==> config.mk <==
export PLATFORM = sky130hd
export DESIGN_NAME = counter_key_ctrl
export DESIGN_NICKNAME = d
export VERILOG_FILES = /design/src/rtl/counter_key_ctrl_pkg.sv /design/src/rtl/key_repeat_timer.sv /design/src/rtl/counter_key_ctrl.sv
export SDC_FILE = /design/constraint.sdc
export NUM_CORES = 1
export LEC_CHECK = 0
export ABC_AREA = 1
export CORE_MARGIN = 1
export CORE_UTILIZATION = 45
export DETAILED_ROUTE_END_ITERATION = 7
export GPL_TIMING_DRIVEN = 0
export PLACE_DENSITY = 0.79
export SYNTH_ARGS = -nofsm -noshare
export SYNTH_HDL_FRONTEND = slang
export SYNTH_SLANG_ARGS = --single-unit
==> constraint.sdc <==
create_clock -name clk_i -period 1.8 [get_ports clk_i]
set_input_delay 0.27 -clock clk_i [delete_from_list [all_inputs] [get_ports clk_i]]
set_output_delay 0.27 -clock clk_i [all_outputs]
set_load 0.05 [all_outputs]
==> src/rtl/counter_key_ctrl_pkg.sv <==
// counter_key_ctrl_pkg: shared types and key priority ordering for the key-driven counter controller
package counter_key_ctrl_pkg;

   typedef enum logic [1:0] {IDLE, HOLD, REPEAT} state_t;

   typedef enum logic {KEY_UP, KEY_DOWN} key_t;

   // Key event priority: lower index wins when several keys rise in the same cycle
   localparam int PRIO_CLR  = 0;
   localparam int PRIO_LOAD = 1;
   localparam int PRIO_UP   = 2;
   localparam int PRIO_DOWN = 3;
   localparam int NUM_KEYS  = 4;

endpackage

==> src/rtl/key_repeat_timer.sv <==
// key_repeat_timer: hold-delay then periodic repeat tick generator for a held key
module key_repeat_timer #(
   parameter int HOLD_DELAY    = 500,
   parameter int REPEAT_PERIOD = 100
) (
   input  logic clk_i,
   input  logic rst_ni,
   input  logic clear_i,
   input  logic enable_i,
   output logic tick_o,
   output logic phase_o
);

   localparam int MAX_P = (HOLD_DELAY > REPEAT_PERIOD) ? HOLD_DELAY : REPEAT_PERIOD;
   localparam int TW = $clog2(MAX_P + 1);
   localparam logic [TW-1:0] HOLD_LAST = TW'(HOLD_DELAY - 1);
   localparam logic [TW-1:0] REP_LAST  = TW'(REPEAT_PERIOD - 1);

   logic [TW-1:0] timer;

   // phase_o low = waiting out the initial hold delay, high = repeating
   assign tick_o = enable_i && (timer == (phase_o ? REP_LAST : HOLD_LAST));

   // Count while enabled; every tick restarts the count in the repeat phase
   always_ff @(posedge clk_i or negedge rst_ni) begin
      if (!rst_ni) begin
         timer   <= '0;
         phase_o <= 1'b0;
      end else if (clear_i) begin
         timer   <= '0;
         phase_o <= 1'b0;
      end else if (tick_o) begin
         timer   <= '0;
         phase_o <= 1'b1;
      end else if (enable_i) begin
         timer   <= timer + 1'b1;
      end
   end

endmodule

==> src/rtl/counter_key_ctrl.sv <==
// counter_key_ctrl: key-event arbitration, hold-to-repeat FSM and wrap/saturate counter
module counter_key_ctrl
   import counter_key_ctrl_pkg::*;
#(
   parameter int COUNT_WIDTH   = 8,
   parameter int HOLD_DELAY    = 500,
   parameter int REPEAT_PERIOD = 100,
   parameter bit SATURATE      = 1'b0
) (
   input  logic                   clk_i,
   input  logic                   rst_ni,
   input  logic                   clr_i,
   input  logic                   load_i,
   input  logic [COUNT_WIDTH-1:0] load_val_i,
   input  logic                   up_i,
   input  logic                   down_i,
   output logic [COUNT_WIDTH-1:0] count_o,
   output logic                   step_o,
   output logic                   wrap_o,
   output logic                   dir_o
);

   logic [NUM_KEYS-1:0] key, prev, arm, ev;
   logic [1:0] win;
   state_t state, state_d;
   key_t held, held_d;
   logic [COUNT_WIDTH-1:0] count_d, inc_val, dec_val;
   logic step_d, wrap_d, dir_d, inc_wrap, dec_wrap, at_max, at_zero;
   logic held_lvl, tick, phase, tmr_clr, tmr_en;

   assign key[PRIO_CLR]  = clr_i;
   assign key[PRIO_LOAD] = load_i;
   assign key[PRIO_UP]   = up_i;
   assign key[PRIO_DOWN] = down_i;

   // A key must be seen low once after reset before it can raise an event,
   // so a key still held through reset does not fire on release of reset.
   assign ev = key & ~prev & arm;

   // Previous-level and arm registers for rising-edge detection
   always_ff @(posedge clk_i or negedge rst_ni) begin
      if (!rst_ni) begin
         prev <= '0;
         arm  <= '0;
      end else begin
         prev <= key;
         arm  <= arm | ~key;
      end
   end

   // Pick the highest-priority rising key this cycle; the rest are dropped
   always_comb begin
      win = 2'(PRIO_DOWN);
      for (int i = NUM_KEYS - 1; i >= 0; i--)
         if (ev[i]) win = 2'(i);
   end

   assign at_max   = &count_o;
   assign at_zero  = ~|count_o;
   assign inc_val  = (SATURATE && at_max) ? count_o : count_o + 1'b1;
   assign dec_val  = (SATURATE && at_zero) ? count_o : count_o - 1'b1;
   assign inc_wrap = !SATURATE && at_max;
   assign dec_wrap = !SATURATE && at_zero;
   assign held_lvl = (held == KEY_UP) ? up_i : down_i;

   // Next-state, next-count and step/wrap/direction decisions
   always_comb begin
      state_d = state;
      held_d  = held;
      count_d = count_o;
      step_d  = 1'b0;
      wrap_d  = 1'b0;
      dir_d   = dir_o;
      if (|ev && win == 2'(PRIO_CLR)) begin
         count_d = '0;
         step_d  = 1'b1;
         state_d = IDLE;
      end else if (|ev && win == 2'(PRIO_LOAD)) begin
         count_d = load_val_i;
         step_d  = 1'b1;
         state_d = IDLE;
      end else if (state == IDLE) begin
         if (|ev) begin
            held_d  = (win == 2'(PRIO_UP)) ? KEY_UP : KEY_DOWN;
            count_d = (win == 2'(PRIO_UP)) ? inc_val : dec_val;
            wrap_d  = (win == 2'(PRIO_UP)) ? inc_wrap : dec_wrap;
            dir_d   = (win == 2'(PRIO_UP));
            step_d  = 1'b1;
            state_d = HOLD;
         end
      end else if (!held_lvl) begin
         state_d = IDLE;
      end else begin
         state_d = (tick || phase) ? REPEAT : HOLD;
         if (tick) begin
            count_d = (held == KEY_UP) ? inc_val : dec_val;
            wrap_d  = (held == KEY_UP) ? inc_wrap : dec_wrap;
            step_d  = 1'b1;
         end
      end
   end

   // The timer restarts on entry to HOLD and whenever the FSM leaves the held states
   assign tmr_clr = (state == IDLE) || (state_d == IDLE);
   assign tmr_en  = (state != IDLE);

   key_repeat_timer #(
      .HOLD_DELAY    (HOLD_DELAY),
      .REPEAT_PERIOD (REPEAT_PERIOD)
   ) u_timer (
      .clk_i    (clk_i),
      .rst_ni   (rst_ni),
      .clear_i  (tmr_clr),
      .enable_i (tmr_en),
      .tick_o   (tick),
      .phase_o  (phase)
   );

   // State and registered outputs
   always_ff @(posedge clk_i or negedge rst_ni) begin
      if (!rst_ni) begin
         state   <= IDLE;
         held    <= KEY_UP;
         count_o <= '0;
         step_o  <= 1'b0;
         wrap_o  <= 1'b0;
         dir_o   <= 1'b1;
      end else begin
         state   <= state_d;
         held    <= held_d;
         count_o <= count_d;
         step_o  <= step_d;
         wrap_o  <= wrap_d;
         dir_o   <= dir_d;
      end
   end

endmodule

# Word-level counts from Yosys, hierarchy flattened
# Cells that the tools add are included.
dict set report word_totals {
  ff_bits 32
  word_cells 82
}
dict set report classes {
  add_sub_neg 3
  eq_ne 4
  n_mux 39
  bitwise 7
  n_reduce_logical 19
}
# cell n
set op_table {}
lappend op_table {{$mux W8} 8}
lappend op_table {{$mux W9} 4}
lappend op_table {{$mux W1} 19}
lappend op_table {{$mux W2} 8}
lappend op_table {{$add A9 B1 Y9 const B} 1}
lappend op_table {{$eq A9 B9 Y1} 1}
lappend op_table {{$add A8 B1 Y8 const B} 1}
lappend op_table {{$and A4 B4 Y4} 2}
lappend op_table {{$not A4 Y4} 2}
lappend op_table {{$reduce_and A8 Y1} 1}
lappend op_table {{$reduce_bool A4 Y1} 2}
lappend op_table {{$reduce_or A8 Y1} 1}
lappend op_table {{$sub A8 B1 Y8 const B} 1}
lappend op_table {{$logic_not A2 Y1} 3}
lappend op_table {{$ne A4 B4 Y1 const B} 1}
lappend op_table {{$or A4 B4 Y4} 1}
lappend op_table {{$reduce_and A4 Y1} 1}
lappend op_table {{$reduce_bool A2 Y1} 2}
lappend op_table {{$reduce_or A4 Y1} 1}
lappend op_table {{$logic_and A1 B1 Y1} 3}
lappend op_table {{$reduce_and A3 Y1} 1}
lappend op_table {{$reduce_bool A3 Y1} 1}
lappend op_table {{$eq A2 B1 Y1 const B} 1}
lappend op_table {{$eq A2 B2 Y1 const B} 1}
lappend op_table {{3 further kinds} 5}

# Longest topological paths before layout
# Gate-level depths: netlist of the first run.
dict set report logic_depth {
  depth_word 13
  ltp_mapped 11
}

# By module
# A second synthesis of the first run with hierarchy kept.
dict set report unflattened {
  hier_cells 288
  area_unflattened_um2 2119.5
}
# module n_inst cells_each area_each_um2 seq_area_each_um2
set by_module_without_submodules {}
lappend by_module_without_submodules {counter_key_ctrl 1 211 1540.2 551.8}
lappend by_module_without_submodules {key_repeat_timer 1 77 579.3 250.2}

# Worst setup path after synthesis of the first run
# No wires, ideal clock.
dict set report synth_timing {
  path_kind {register to register}
  startpoint {register count_o[0]}
  endpoint {register count_o[2]}
  arrival_time_ps 1621
  required_ps 1684
  slack_ps 62
  stages_incl_launch_ff 11
  path_buffers 0
  synth_period_minus_slack_ps 1738
  cell_sequence {dfrtp_1 > inv_1 > ha_1 > xnor2_1 > nand2_1 > nand2_1 > nand2_1 > nand2_1 > nand2_1 > nand2_1 > nand2_1}
}
dict set report synth_via {
  elab_chain_cells 7
  word_cells_on_any_way 10
  classes_between {add/sub (2); mux (8)}
}
# element line_no
set synth_rtl {}
lappend synth_rtl {{start: declaration} counter_key_ctrl.sv:17} ;# output logic [COUNT_WIDTH-1:0] count_o,
lappend synth_rtl {{start signal: assignment} counter_key_ctrl.sv:131} ;# count_o <= count_d;
lappend synth_rtl {{$add A8 B1 Y8 or $sub A8 B1 Y8 (tied branches)} {counter_key_ctrl.sv:60, counter_key_ctrl.sv:61}}
lappend synth_rtl {{$mux W8} counter_key_ctrl.sv:96} ;# count_d = (held == KEY_UP) ? inc_val : dec_val;
lappend synth_rtl {{$mux W8} counter_key_ctrl.sv:95} ;# if (tick) begin
lappend synth_rtl {{$mux W8} counter_key_ctrl.sv:91} ;# end else if (!held_lvl) begin
lappend synth_rtl {{$mux W8 (*)} counter_key_ctrl.sv:82} ;# end else if (state == IDLE) begin
lappend synth_rtl {{$mux W8 (*)} counter_key_ctrl.sv:78} ;# end else if (|ev && win == 2'(PRIO_LOAD)) begin
lappend synth_rtl {{$mux W8 (*)} counter_key_ctrl.sv:74} ;# if (|ev && win == 2'(PRIO_CLR)) begin
# Mark *: on every way between the ends. The rest lies on a longest branch, timed or not. The select of a mux whose other input is x is not followed.
# A chain may end at the register's enable or synchronous reset.

# Worst setup path in the final report of the first run
dict set report layout_timing {
  startpoint {register count_o[2]}
  endpoint {output port count_o[2]}
}
# No word-level cell between the ends.

==> impl_metrics.json, run 1 <==
{
  "ys_seq_elements": 32,
  "path_delay_family": "buffers and inverters",
  "setup_viol": 0,
  "grt_pass1_vias": 1651,
  "vdd_ir_drop_max_v": 0.000896,
  "grtUsageMet1_pct": 26.7,
  "p_seq_share_pct": 31.2,
  "grtUsageMet3_pct": 5.43,
  "drt_wl_total_um": 4170,
  "dp_worst_setup_slack_ns": -0.0560,
  "rows": 23,
  "crit_chain": "clkdlybuf4s50_1",
  "start_kind": "flop",
  "io_buffers": 24,
  "rsz0062_at_grt": "no",
  "routabilityCongestion": 0.912,
  "clkTransAtPathRegs_ns": 0.08,
  "place_hpwl_um": 3130,
  "cts_tree": "built",
  "cts.sinks": 32,
  "die-area_um2": 4720,
  "drive_gt1_share_pct": 15.2,
  "fin_ws_ns": 0.0973,
  "crit_arrival_ns": 1.43,
  "cts-root-buf": "clkbuf_8",
  "clock.fmax_ghz": 0.587,
  "syn_nets": 289,
  "syn2layout_area_growth_pct": 20.4,
  "avgViaCountPerCell": 5.01,
  "cts_setup_buffers": 0,
  "start_util_pct": 48.3,
  "fin_nets": 320,
  "n_antenna_cell": 0,
  "antenna_found_initial": 0,
  "slowest_delay_ns": 0.80,
  "synth_area_um2": 2000,
  "worst_setup_path_end_kind": "output port",
  "firstDrtPassIters": 4,
  "use_met2_pct": 33.8,
  "crit_required_ns": 1.53,
  "crit_slowest_cell": "clkdlybuf4s50_1",
  "cts_buffer_depth": 2,
  "power_mw": 3.04,
  "combPwrFrac_pct": 46.2,
  "slew_headroom_pct": 53.6,
  "drt_iter0_drc": 94,
  "dieWidth_um": 68.7,
  "yosysUniqueCellTypes": 32,
  "drc": 0,
  "ant_nets": 0,
  "track_usage_pct": 21.1,
  "busiest_layer": "met2",
  "cts_hold_buf": 0,
  "place_inst": 345,
  "grt_max_degree": 33,
  "hold_viol": 0,
  "synth_area_per_cell_um2": 7.39,
  "grt_overflow_total": 0,
  "maxCapViolations": 0,
  "layout.cells.non_filler": 353,
  "internal_power_mw": 1.70,
  "critPathKind": "flop to output port",
  "hold_class": "primary input to async pin",
  "post-route-period-util_pct": 94.6,
  "post_drt_wl_per_cell_um": 11.8,
  "synth-seq-area-share_pct": 40.0,
  "worst-path-buf-inv": 1,
  "slew_violations": 0,
  "p_leak_nw": 1.20,
  "skew_ns": 0.0123,
  "power.share.switching_pct": 44.1,
  "synthCells": 271,
  "ys_warn_count": 0,
  "crit_fanout": 2,
  "die_h_um": 68.7,
  "io-pin-count": 25,
  "htree_levels": 2,
  "via_count": 1768,
  "grt_pass1_wl_um": 7180,
  "tightest_slew_ns": 0.696,
  "min_period_ns": 1.70,
  "core_um2": 4140,
  "p_clk_share_pct": 22.6,
  "setup_tns_ns": 0,
  "cts_buffers": 5,
  "cellPowerDensity_nw_per_um2": 1260,
  "clock_latency_ns": 0.29,
  "switchingPower_mw": 1.34,
  "hold_ws_ns": 0.0241,
  "outcome": "finished clean"
}
==> what timing repair did <==
| action | 4_1_cts | 5_1_grt |
|---|---|---|
| setup endpoints to repair | 5 | 2 |
| pin swaps | 0 | 0 |
| gates resized for setup | 5 | 2 |
==> worst paths after layout <==
path | cells past startpoint | slack (ns) | endpoint | from
setup / recovery | 1 | 0.1 | count_o[2] | count_o[2]
hold / removal | 1 | 0.02 | u_timer.phase_o | rst_ni
setup reg to reg | 9 | 0.15 | wrap_o | u_timer.timer[0]
hold reg to reg | 2 | 0.46 | arm[3] | arm[3]
max in group asynchronous | 1 | 1.32 | state[0] | rst_ni
min in group clk_i | 2 | 0.46 | arm[3] | arm[3]
==> stage by stage <==
step,instance area [µm²],utilization (%)
6_report,2410,58.2
5_1_grt,2410,58.2
4_1_cts,2410,58.1
3_5_place_dp,2300,55.5
3_3_place_gp,2310,55.6
2_1_floorplan,2000,-
==> area by class of cell <==
cell class                      instances  area, µm²
Sequential cell                        32        802
Clock inverter                          3       42.5
Clock buffer                            5       68.8
Buffer                                  2       12.5
Fill cell                             400       1730
Inverter                               39        149
Timing Repair Buffer                   24        234
Tap cell                               50       62.6
Multi-Input combinational cell        198       1040
==> per-layer routing <==
metal | vias to the layer above | part of all wire (%)
li1 | 928 | -
met1 | 779 | 48
met2 | 47 | 44
met3 | 14 | 4.9
met4 | 0 | 3.0
met5 | - | 0
==> cells in the final DEF, fill, tap and decap left out, types with 2 or more instances in the layout <==
cell type        count
nor2_1              28
nand4_1              4
inv_2                9
clkdlybuf4s50_1     16
ha_1                 4
nand3_2              3
xnor2_1              3
clkbuf_8             5
o21ai_0              7
xor2_1               5
dfrtp_1             31
nor3_1               4
nand2_4              2
a21oi_1             10
inv_1               29
dlymetal6s2s_1       2
nor3_2               2
nand2_2              6
nand3_1             29
buf_2                2
nor2_2               3
nand2_1             75
nor2_4               2
o21ai_1              3
dlygate4sd2_1        5
==> flip-flops by register name, indices dropped and copies added (netlist names) <==
name / cells
held: 1
u_timer.timer: 9
u_timer.phase_o: 1
dir_o: 1
state: 2
step_o: 1
count_o: 8
prev: 4
arm: 4
wrap_o: 1
==> power groups by stage <==
stage / Combinational [mW] / Clock, mW / Sequential (mW)
6_report: 1.40 / 0.685 / 0.947
5_1_grt: 1.59 / 0.728 / 0.964
4_1_cts: 1.41 / 0.698 / 0.946
3_5_place_dp: 1.43 / 0 / 0.962
3_3_place_gp: 1.41 / 0 / 0.960
2_1_floorplan: 0.767 / 0 / 1.24
==> Yosys cell counts <==
master    number  share of area (%)
inv_4          1               0.31
inv_2          9                1.7
xor2_1         5                2.2
o22ai_1        1               0.31
a21oi_4        1               0.81
nor2_2         3               0.94
nand3_2        3                1.5
inv_1         29                5.4
xnor2_1        3                1.3
dfrtp_1       31                 39
o21ai_0        7                1.7
o21ai_2        1               0.44
nand3_1       29                7.2
nor2_4         2                1.1
buf_2          1               0.25
nand2_2        6                1.9
nor2_1        28                5.2
a31o_2         1               0.44
nor3_1         4                1.0
dfstp_2        1                1.3
a21oi_1       10                2.5
or2_2          1               0.31
nor3_2         2                1.0
o21ai_1        3               0.75
ha_1           4                2.5
buf_4          1               0.37
nand4_4        1                1.1
o21ai_4        1               0.81
nand2_1       75                 14
nand4_1        4                1.2
nand2_4        2                1.1
nand3b_1       1               0.37
==> kinds of logic after synthesis <==
logic type	Yosys count	synth area share (%)
buf+inv	41	8.06
simple gates	161	38.1
compound gates	25	7.81
xor+xnor	8	3.50
flops	32	40.0
fa+ha+maj	4	2.50
Power figures use the tool's default switching activity.
==> run 2: changes to the inputs <==
--- a/config.mk
+++ b/config.mk
@@ -7,10 +7,11 @@
 export LEC_CHECK = 0
 export ABC_AREA = 1
 export CORE_MARGIN = 1
-export CORE_UTILIZATION = 45
+export CORE_UTILIZATION = 50
 export DETAILED_ROUTE_END_ITERATION = 7
 export GPL_TIMING_DRIVEN = 0
-export PLACE_DENSITY = 0.79
+export MAX_ROUTING_LAYER = met4
+export PLACE_DENSITY = 0.85
 export SYNTH_ARGS = -nofsm -noshare
 export SYNTH_HDL_FRONTEND = slang
 export SYNTH_SLANG_ARGS = --single-unit
==> run 2 against run 1 <==
Combinational power about the same; non-clock buffer count increased by 1; register-to-register slack improved by 0.05 ns; sequential share of layout area decreased by 0.36 points; sequential power about the same; core utilization increased by 6.9 points; die area decreased by 9.7%; final area increased by 1.1%; critical path depth unchanged; via count increased by 0.40%; first-iteration DRC count increased by 11%; hold slack improved by 0.36 ns; largest cell class unchanged; highest routed layer unchanged.
==> impl_metrics.json, run 2 (synthesized netlist as in run 1, its figures left out) <==
{
  "rsz0062_at_grt": "no",
  "cellPowerDensity_nw_per_um2": 1250,
  "htree_levels": 2,
  "drt_wl_total_um": 4110,
  "outcome": "finished clean",
  "io-pin-count": 25,
  "layout.cells.non_filler": 352,
  "drc": 0,
  "crit_slowest_cell": "clkdlybuf4s50_1",
  "grt_pass1_wl_um": 7360,
  "crit_required_ns": 1.53,
  "place_inst": 344,
  "fin_nets": 321,
  "ant_nets": 0,
  "post-route-period-util_pct": 95.6,
  "skew_ns": 0.0110,
  "reg2reg_depth": 9,
  "critPathKind": "flop to output port",
  "largest_reg_flops": 9,
  "crit_fanout": 2,
  "via_count": 1775,
  "min_period_ns": 1.72,
  "cts.sinks": 32,
  "stdcell_area_um2": 2440,
  "final_common_cell": "nand2_1",
  "firstDrtPassIters": 4,
  "grt_pass1_vias": 1712,
  "slowest_delay_ns": 0.81,
  "maxCapViolations": 0,
  "clock.fmax_ghz": 0.581,
  "routabilityCongestion": 0.876,
  "path_delay_family": "buffers and inverters",
  "post_drt_wl_per_cell_um": 11.7,
  "crit_arrival_ns": 1.45,
  "mostFrequentLayoutCells": "nand2_1 (75), dfrtp_1 (31), inv_1 (29), nand3_1 (29), nor2_1 (28)",
  "avgViaCountPerCell": 5.04,
  "start_util_pct": 53.5,
  "rows": 22,
  "clkTransAtPathRegs_ns": 0.07,
  "drt_iter0_drc": 104,
  "r2r_end": "wrap_o",
  "r2r-start": "u_timer.timer[0]",
  "p_leak_nw": 1.21,
  "core_um2": 3740,
  "cts_buffer_depth": 2,
  "crit_end": "count_o[2]",
  "crit_chain": "clkdlybuf4s50_1",
  "die_h_um": 65.3,
  "largestRegisters": "u_timer.timer (9), count_o (8)",
  "drive_gt1_share_pct": 14.8,
  "syn2layout_area_growth_pct": 21.7,
  "track_usage_pct": 23.3,
  "rrSetupSlack_ns": 0.20,
  "tightest_slew_ns": 0.679,
  "postLayoutCoreUtil_pct": 65.1,
  "worst-path-buf-inv": 1,
  "cp-startpoint": "count_o[2]",
  "place_area_um2": 2330,
  "die-area_um2": 4260,
  "start_kind": "flop",
  "slew_violations": 0,
  "hold_class": "primary input to async pin",
  "hold_viol": 0,
  "setup_tns_ns": 0,
  "cts_buffers": 5,
  "grt_overflow_total": 0,
  "cts_setup_buffers": 0,
  "hold_ws_ns": 0.381,
  "vdd_ir_drop_max_v": 0.00129,
  "worst_setup_path_end_kind": "output port",
  "n_antenna_cell": 0,
  "setup_viol": 0,
  "place_hpwl_um": 3130,
  "cp_num_cells": 1,
  "regMostFlops": "u_timer.timer",
  "cts-root-buf": "clkbuf_8",
  "slew_headroom_pct": 54.6,
  "clock_latency_ns": 0.30,
  "io_buffers": 24,
  "cts_tree": "built",
  "grt_max_degree": 21,
  "antenna_found_initial": 0,
  "dieWidth_um": 65.3
}
[run 2: worst min-delay path by stage]
stage | start | endpoint | slack [ns] | depth (start not counted)
after floorplan | rst_ni | arm[0] | -0.03 | 0
after global placement | arm[3] | arm[3] | 0.44 | 2
after detailed placement | arm[3] | arm[3] | 0.44 | 2
after CTS | rst_ni | u_timer.timer[6] | 0.42 | 1
after global routing | rst_ni | u_timer.timer[7] | 0.45 | 1
final | rst_ni | u_timer.timer[6] | 0.38 | 1
[run 2: final cells by class]
type / count / area (µm²)
fill: 328 / 1310
multi-input combinational: 198 / 1040
sequential: 32 / 802
timing repair buffer: 25 / 267
inverter: 39 / 149
clock buffer: 6 / 72.6
tap: 48 / 60.1
clock inverter: 2 / 35.0
buffer: 2 / 12.5
[run 2: repair_timing]
action | CTS | global route
cloned | 0 | 0
endpoints found under the setup margin | 5 | 2
hold buffers | 0 | 0
pin swaps | 0 | 0
gates resized for setup | 5 | 2
[run 2: stage by stage]
| step | total power [mW] | worst slack, ns |
|---|---|---|
| after detailed placement | 2.39 | -0.00262 |
| final | 3.04 | 0.0797 |
| after floorplan | 2.00 | 0.0622 |
| after global routing | 3.25 | 0.00327 |
| after CTS | 3.05 | 0.00352 |
| after global placement | 2.36 | -0.122 |
[run 2: routing by layer]
metal,track usage [%],vias up,wire (µm)
met4,9.24,0,75
met3,5.21,10,167
met1,28.5,807,1890
met5,-,-,0
li1,-,921,-
met2,37.2,37,1980
[run 2: where the power goes]
part / total [mW] / switching, mW / internal (mW)
Combinational: 1.41 / 0.944 / 0.466
Clock: 0.681 / 0.270 / 0.410
Sequential: 0.948 / 0.120 / 0.828
==> run 3: changes to the inputs <==
--- a/config.mk
+++ b/config.mk
@@ -6,7 +6,7 @@
 export NUM_CORES = 1
 export LEC_CHECK = 0
 export ABC_AREA = 1
-export CORE_MARGIN = 1
+export CORE_MARGIN = 4
 export CORE_UTILIZATION = 50
 export DETAILED_ROUTE_END_ITERATION = 7
 export GPL_TIMING_DRIVEN = 0
==> run 3 against run 2 <==
Sequential share of layout area grew 0.45 points; hold slack lost 0.36 ns; global-route usage shrank 4.1 points; cell count shrank 0.28%; sequential cell count is the same; core utilization shrank 1.3 points; routed wire length grew 6.5%; combinational power is essentially flat; total power is essentially flat; critical path type unchanged; largest power group unchanged.
==> impl_metrics.json, run 3 (synthesized netlist as in run 1, its figures left out) <==
{
  "crit_slowest_cell": "clkdlybuf4s50_1",
  "crit_arrival_ns": 1.45,
  "slew_violations": 0,
  "cts_hold_buf": 0,
  "rsz0062_at_grt": "no",
  "slowest_delay_ns": 0.81,
  "stdcell_area_um2": 2400,
  "p_seq_share_pct": 31.2,
  "final_common_cell": "nand2_1",
  "power.share.switching_pct": 44.4,
  "clock_latency_ns": 0.29,
  "fillers": 332,
  "drt_iter0_drc": 116,
  "internal_power_mw": 1.69,
  "fin_nets": 320,
  "drt_wl_total_um": 4380,
  "post-route-period-util_pct": 95.8,
  "hold_class": "primary input to async pin",
  "r2r-start": "u_timer.timer[0]",
  "cts_tree": "built",
  "crit_fanout": 2,
  "avgViaCountPerCell": 5.07,
  "via_count": 1779,
  "tightest_slew_ns": 0.704,
  "cellPowerDensity_nw_per_um2": 1260,
  "path_delay_family": "buffers and inverters",
  "regMostFlops": "u_timer.timer",
  "combPwrFrac_pct": 46.4,
  "cts.sinks": 32,
  "crit_required_ns": 1.53,
  "r2r_end": "count_o[2]",
  "ant_nets": 0,
  "grt_max_degree": 33,
  "die_h_um": 71.3,
  "firstDrtPassIters": 4,
  "critPathKind": "flop to output port",
  "cts-root-buf": "clkbuf_8",
  "maxCapViolations": 0,
  "largest_reg_flops": 9,
  "place_hpwl_um": 3240,
  "io_buffers": 24,
  "p_clk_share_pct": 22.4,
  "grt_pass1_wl_um": 7590,
  "rows": 22,
  "mostFrequentLayoutCells": "nand2_1 (75), dfrtp_1 (31), inv_1 (29), nand3_1 (29), nor2_1 (28)",
  "outcome": "finished clean",
  "dieWidth_um": 71.3,
  "hold_viol": 0,
  "setup_tns_ns": 0,
  "cts_buffers": 5,
  "clock.fmax_ghz": 0.580,
  "vdd_ir_drop_max_v": 0.000885,
  "htree_levels": 2,
  "switchingPower_mw": 1.35,
  "core_um2": 3770,
  "worst_setup_path_end_kind": "output port",
  "cts_setup_buffers": 0,
  "place_area_um2": 2300,
  "io-pin-count": 25,
  "die-area_um2": 5080,
  "worst-path-buf-inv": 1,
  "syn2layout_area_growth_pct": 20.1,
  "antenna_found_initial": 0,
  "slew_headroom_pct": 53.1,
  "n_antenna_cell": 0,
  "crit_chain": "clkdlybuf4s50_1",
  "drive_gt1_share_pct": 15.2,
  "cts_buffer_depth": 2,
  "drc": 0,
  "p_leak_nw": 1.19,
  "setup_viol": 0,
  "clkTransAtPathRegs_ns": 0.07,
  "start_kind": "flop",
  "routabilityCongestion": 0.915,
  "min_period_ns": 1.72,
  "post_drt_wl_per_cell_um": 12.5,
  "track_usage_pct": 19.2,
  "grt_pass1_vias": 1718,
  "reg2reg_depth": 11,
  "rrSetupSlack_ns": 0.19,
  "start_util_pct": 53.1,
  "grt_overflow_total": 0,
  "largestRegisters": "u_timer.timer (9), count_o (8)",
  "skew_ns": 0.00753
}
==> run 3: changes by cell type in the layout (fill, tap and decap cells not counted), sizes merged <==
cell	delta
dlymetal6s2s	-1
clkinvlp	+1
clkbuf	-1
dlygate4sd2	+1
clkdlybuf4s50	-1
==> run 3: area by class of cell <==
class / instances / area (µm²) / area share, %
Buffer: 2 / 12.5 / 0.520
Sequential cell: 32 / 802 / 33.4
Multi-Input combinational cell: 198 / 1040 / 43.2
Tap cell: 48 / 60.1 / 2.50
Clock buffer: 5 / 68.8 / 2.86
Clock inverter: 3 / 42.5 / 1.77
Timing Repair Buffer: 24 / 230 / 9.57
Inverter: 39 / 149 / 6.19
==> run 3: how the worst max path moves through the flow <==
stage / slack [ns] / cells after the start / from / endpoint
global route: 0.02 / 11 / u_timer.timer[0] / count_o[2]
global placement: -0.14 / 1 / rst_ni / count_o[4]
detailed placement: -0.02 / 9 / clr_i / count_o[7]
finish: 0.08 / 1 / count_o[2] / count_o[2]
CTS: 0.02 / 1 / count_o[3] / count_o[3]
floorplan: 0.06 / 10 / count_o[0] / count_o[2]
==> run 3: power by group through the flow <==
| stage | registers, mW | logic [mW] | clock network, mW |
|---|---|---|---|
| floorplan | 1.24 | 0.767 | 0 |
| global placement | 0.958 | 1.42 | 0 |
| detailed placement | 0.957 | 1.43 | 0 |
| CTS | 0.947 | 1.41 | 0.702 |
| global route | 0.966 | 1.58 | 0.735 |
| finish | 0.948 | 1.41 | 0.681 |
==> run 3: metrics by stage <==
stage	power, mW	hold slack, ns	cells	worst slack, ns	utilization [%]
after CTS	3.06	0.0447	351	0.0164	63.7
after detailed placement	2.39	0.361	343	-0.0152	60.9
after global routing	3.28	0.0809	351	0.0203	63.8
final	3.04	0.0252	351	0.0765	63.8
after global placement	2.38	0.444	343	-0.143	61.1
after floorplan	2.00	-0.0256	271	0.0622	-
==> run 3: routing by layer <==
| metal | GRT usage, % | wire, µm | vias up |
|---|---|---|---|
| met5 | - | 0 | - |
| met4 | 5.64 | 43 | 0 |
| met3 | 3.93 | 179 | 4 |
| met2 | 32.1 | 2170 | 39 |
| met1 | 23.4 | 1990 | 815 |
| li1 | - | - | 921 |
==> run 3: what timing repair did <==
item,in CTS,in global routing
setup endpoints to repair,6,1
gates resized for setup,6,1
pin swaps,0,0
